--- src/rtl/fetch_sequencer.sv ---
// rtl/fetch_sequencer.sv - MIPS instruction-fetch sequencer: PC, IF/ID register, stall/redirect/halt control
module fetch_sequencer #(
    parameter logic [31:0] RESET_PC = 32'd4,
    parameter logic [31:0] LAST_PC  = 32'd28,
    parameter int          CNT_W    = 16
) (
    input  logic             clk_i,
    input  logic             rst_i,
    input  logic             start_i,
    input  logic             stall_i,
    input  logic             branch_taken_i,
    input  logic [31:0]      branch_target_i,
    output logic [31:0]      imem_addr_o,
    input  logic [31:0]      imem_data_i,
    output logic [31:0]      ifid_instr_o,
    output logic [31:0]      ifid_pc4_o,
    output logic             ifid_valid_o,
    output logic             halted_o,
    output logic             misalign_o,
    output logic [CNT_W-1:0] fetch_count_o
);

    typedef enum logic [1:0] {
        S_IDLE = 2'd0,
        S_RUN  = 2'd1,
        S_HALT = 2'd2
    } state_t;

    state_t           state_q, state_d;
    logic [31:0]      pc_q, pc_d;
    logic [31:0]      instr_q, instr_d;
    logic [31:0]      pc4_q, pc4_d;
    logic             valid_q, valid_d;
    logic             halted_q, halted_d;
    logic             misalign_q, misalign_d;
    logic [CNT_W-1:0] count_q, count_d;

    logic [31:0]      redirect_pc;
    logic             redirect_beyond;
    logic             redirect_unaligned;
    logic [31:0]      pc_plus4;
    logic [CNT_W-1:0] count_inc;

    // Low address bits of a redirect are dropped; the fact they were set is reported via misalign.
    assign redirect_pc        = {branch_target_i[31:2], 2'b00};
    assign redirect_beyond    = redirect_pc > LAST_PC;
    assign redirect_unaligned = branch_target_i[1:0] != 2'b00;
    assign pc_plus4           = pc_q + 32'd4;
    assign count_inc          = (&count_q) ? count_q : count_q + {{(CNT_W-1){1'b0}}, 1'b1};

    always_comb begin
        state_d    = state_q;
        pc_d       = pc_q;
        instr_d    = instr_q;
        pc4_d      = pc4_q;
        valid_d    = valid_q;
        halted_d   = halted_q;
        misalign_d = misalign_q;
        count_d    = count_q;

        unique case (state_q)
            S_IDLE: begin
                if (start_i) begin
                    state_d = S_RUN;
                end
            end

            S_RUN: begin
                if (branch_taken_i) begin
                    pc_d    = redirect_pc;
                    instr_d = 32'd0;
                    pc4_d   = 32'd0;
                    valid_d = 1'b0;
                    if (redirect_unaligned) begin
                        misalign_d = 1'b1;
                    end
                    if (redirect_beyond) begin
                        state_d  = S_HALT;
                        halted_d = 1'b1;
                    end
                end else if (stall_i) begin
                    // Hold everything: the decode stage keeps its current instruction.
                end else if (pc_q > LAST_PC) begin
                    instr_d  = 32'd0;
                    pc4_d    = 32'd0;
                    valid_d  = 1'b0;
                    state_d  = S_HALT;
                    halted_d = 1'b1;
                end else begin
                    instr_d = imem_data_i;
                    pc4_d   = pc_plus4;
                    valid_d = 1'b1;
                    pc_d    = pc_plus4;
                    count_d = count_inc;
                end
            end

            S_HALT: begin
                instr_d = 32'd0;
                pc4_d   = 32'd0;
                valid_d = 1'b0;
                if (branch_taken_i) begin
                    pc_d = redirect_pc;
                    if (redirect_unaligned) begin
                        misalign_d = 1'b1;
                    end
                    if (!redirect_beyond) begin
                        state_d  = S_RUN;
                        halted_d = 1'b0;
                    end
                end
            end

            default: begin
                state_d = S_IDLE;
            end
        endcase
    end

    always_ff @(posedge clk_i) begin
        if (rst_i) begin
            state_q    <= S_IDLE;
            pc_q       <= RESET_PC;
            instr_q    <= 32'd0;
            pc4_q      <= 32'd0;
            valid_q    <= 1'b0;
            halted_q   <= 1'b0;
            misalign_q <= 1'b0;
            count_q    <= '0;
        end else begin
            state_q    <= state_d;
            pc_q       <= pc_d;
            instr_q    <= instr_d;
            pc4_q      <= pc4_d;
            valid_q    <= valid_d;
            halted_q   <= halted_d;
            misalign_q <= misalign_d;
            count_q    <= count_d;
        end
    end

    assign imem_addr_o   = pc_q;
    assign ifid_instr_o  = instr_q;
    assign ifid_pc4_o    = pc4_q;
    assign ifid_valid_o  = valid_q;
    assign halted_o      = halted_q;
    assign misalign_o    = misalign_q;
    assign fetch_count_o = count_q;

endmodule

--- config.mk ---
export PLATFORM = sky130hd
export DESIGN_NAME = fetch_sequencer
export DESIGN_NICKNAME = d
export VERILOG_FILES = /design/src/rtl/fetch_sequencer.sv
export SDC_FILE = /design/constraint.sdc
export NUM_CORES = 1
export LEC_CHECK = 0
export CAP_MARGIN = 20
export CORE_MARGIN = 2
export CORE_UTILIZATION = 45
export CTS_BUF_LIST = sky130_fd_sc_hd__clkbuf_4 sky130_fd_sc_hd__clkbuf_8 sky130_fd_sc_hd__clkbuf_16
export CTS_CLUSTER_DIAMETER = 40
export DETAILED_ROUTE_END_ITERATION = 8
export GPL_TIMING_DRIVEN = 0
export PLACE_DENSITY = 0.87
export SKIP_LAST_GASP = 1
export SYNTH_ARGS = -nofsm -noshare
export SYNTH_HDL_FRONTEND = slang
export SYNTH_SLANG_ARGS = --single-unit
--- constraint.sdc ---
create_clock -name clk_i -period 6.7 [get_ports clk_i]
set_input_delay 1.34 -clock clk_i [delete_from_list [all_inputs] [get_ports clk_i]]
set_output_delay 1.34 -clock clk_i [all_outputs]
set_load 0.01 [all_outputs]
==> impl_metrics.toml, run 1 <==
[status]
status = "complete, no violations"

[cells_and_area]
antenna_cells = 0
multiInputGateArea_sq_mm = 0.00267
layout.cells.non_filler = 952
area_delta_synth_final_pct = 50.1
regArea_sq_mm = 0.00228
layout.nets = 872
final.fill_count = 914
drive_gt1_share_pct = 11.4
design_area_sq_mm = 0.00782
utilization_pct = 68.8

[sta]
layout_min_cycle_time_ns = 3.43
timing.fmax_mhz = 292
relSlewSlack_pct = 49.6
slew_viol_final = 0
hold_violations = 0
fin_setup_tns_ns = 0
period_share_pct = 51.2
worst_pin_slew_ns = 0.751
rsz0062_at_grt = "false"
holdWs_ns = 0.453
setup-violations-final = 0
skew_ns = 0.00933
setup_ws_ns = 3.27

[clocking]
cts_hold_buffers = 0
cts.sinks = 114
htree_num_levels = 4
cts_max_path_buffers = 2
clockRootBuffer = "clkbuf_16"
cts_buffers = 17
postCtsSetupBuffers = 0
path_clk_slew_ns = 0.05
tritoncts = "yes"
clk_latency_ns = 0.41
post_cts_resized = 0

[job]
cap_violations = 0

[die]
die_y_um = 112
die_area_sq_mm = 0.0125
initial_core_util_pct = 45.8
die_w_um = 112
fp-row-count = 39
core_area_sq_mm = 0.0114
io_pins = 184

[drt]
antenna_left = 0
first_pass_iters = 6
drt_iter0_markers = 455
via_per_inst = 5.70
routed-via-count = 5431
drc = 0
avgRoutedWirePerCell_um = 17.3
routed_wl_um = 16500

[global_route]
grt_pass1_wl_um = 26500
grt_max_degree = 17
grt_overflow = 0
grt_use_total_pct = 26.3
grt_antenna_before_repair = 0
first_global_vias = 5344

[worst_setup_path]
required_ns = 6.96
start_kind = "input pin"
cp_max_fo = 10
setup.worst_path.end = "imem_addr_o[28]"
reg2reg_slack_ns = 3.98
ff2ff_path_depth = 9
crit_arrival_ns = 3.68
rr_startpoint = "state_q[0]"
rr_endpoint = "imem_addr_o[29]"
path_class = "in2reg"
crit_start = "branch_taken_i"
end_kind = "flop"

[synthesis]
netlist_area_sq_mm = 0.00521
ys.warnings.count = 0
async_flop_share_pct = 0
yosysSeqAreaShare_pct = 43.8
avgSynthCellArea_sq_um = 8.75
synth_cell_types = 60
synth-seq-cells = 114
synth_edf_count = 0
syn_inst = 595
synth_flop_cell = "dfxtp_1"

[min_path]
hold_depth = 2
holdCritPathClass = "reg2reg"

[placed_design]
hpwl_um = 12200
place_area_sq_mm = 0.00720
dp_slack_ns = 2.99
io_buffers = 181
dp_cells = 920
gp_congestion = 0.915

[pwr]
power_density_mw_per_mm2 = 329
p_leak_nw = 2.70
ir_worst_vdd_mv = 0.202
p_total_mw = 2.57
-- placed cells by master (no fill, tap or decap), types with 11 or more instances in the layout --
cell type	n
nand3_1	36
nor2_1	31
o21ai_0	17
a21oi_2	11
clkdlybuf4s50_1	181
nand3_2	16
a211oi_1	11
nand2_1	72
and2_1	32
dfxtp_1	114
nor4_1	21
inv_1	12
clkbuf_16	17
clkbuf_1	23
nor2b_1	11
a21oi_1	45
-- cells in the mapped netlist (all sizes together), types with 6 or more instances --
library cell,count,area share (%)
dfxtp,114,44
inv,12,0.86
o32ai,7,1.2
o21ai,20,1.9
o31ai,6,1.1
clkbuf,23,1.7
a211oi,11,1.6
mux2,10,2.2
nor2,31,2.2
nor3,8,0.77
or4,6,0.86
and2,32,3.8
nand2,72,5.2
and4,7,1.2
nand4,10,1.6
a21oi,56,6.2
nand3,52,6.5
nor4,26,3.9
nor2b,11,1.3
buf,19,2.5
nand2b,10,1.2
ha,7,1.7
-- layer usage --
metal	GRT usage, %	wire length, um	share of wire (%)
met5	0	0	0
met4	11.4	542	3.3
met3	7.08	1390	8.5
met2	43.9	7800	47
met1	32.1	6720	41
-- power by group --
group / total (mW) / switching [mW] / internal [mW]
sequential: 0.827 / 0.0822 / 0.744
combinational: 0.819 / 0.492 / 0.327
clock: 0.927 / 0.328 / 0.599
-- worst min path at each step --
stage | start | to
2_1_floorplan | misalign_o | misalign_o
3_3_place_gp | ifid_instr_o[15] | ifid_instr_o[15]
3_5_place_dp | ifid_pc4_o[18] | ifid_pc4_o[18]
4_1_cts | ifid_instr_o[17] | ifid_instr_o[17]
5_1_grt | ifid_instr_o[15] | ifid_instr_o[15]
6_report | ifid_instr_o[8] | ifid_instr_o[8]
-- logic make-up (layout without fill, tap and decap cells) --
family | count (synthesis) | after routing | synth area share, %
AO/OA/AOI/OAI | 122 | 122 | 15.3
other | 1 | 2 | 0.0720
multiplexers | 12 | 12 | 2.55
XOR/XNOR | 3 | 3 | 0.505
adder cells (fa/ha/maj) | 7 | 7 | 1.68
AND/OR/NAND/NOR | 282 | 282 | 31.1
buffers and inverters | 54 | 267 | 4.97
flip-flops | 114 | 114 | 43.8
-- registers in the layout (all words and copies together), names as in the netlist --
| name | cells |
|---|---|
| ifid_instr_o | 32 |
| ifid_pc4_o | 31 |
| imem_addr_o | 30 |
| fetch_count_o | 16 |
| state_q | 2 |
| halted_o | 1 |
| ifid_valid_o | 1 |
| misalign_o | 1 |
-- worst max-delay path: stages --
cell and delay (ns):
clkdlybuf4s50_1 0.56, clkbuf_1 0.50, o21ai_1 0.45, nand2_1 0.43
buf_2 0.30, a211oi_1 0.10
-- layout make-up --
type / count / area share [%]
clock inverter: 14 / 2.27
timing repair buffer: 181 / 23.2
clock buffer: 18 / 5.62
sequential: 114 / 29.2
tap: 143 / 2.29
multi-input combinational: 428 / 34.2
inverter: 12 / 0.576
buffer: 42 / 2.74
No activity file was read; power rests on OpenSTA's default activity.
==> inputs of run 2 (changes only) <==
==> constraint.sdc (replaced) <==
create_clock -name clk_i -period 3.3 [get_ports clk_i]
set_input_delay 0.66 -clock clk_i [delete_from_list [all_inputs] [get_ports clk_i]]
set_output_delay 0.66 -clock clk_i [all_outputs]
set_load 0.01 [all_outputs]
==> results of run 2 <==
The final DEF is identical to that of run 1. Status: complete, no violations.
Among the figures that moved: setup slack after placement 2.99 ns -> 0.266 ns; setup slack after layout 3.27 ns -> 0.551 ns; register-to-register setup slack 3.98 ns -> 0.58 ns; total power 2.57 mW -> 5.22 mW; worst IR drop on VDD 0.202 mV -> 0.411 mV
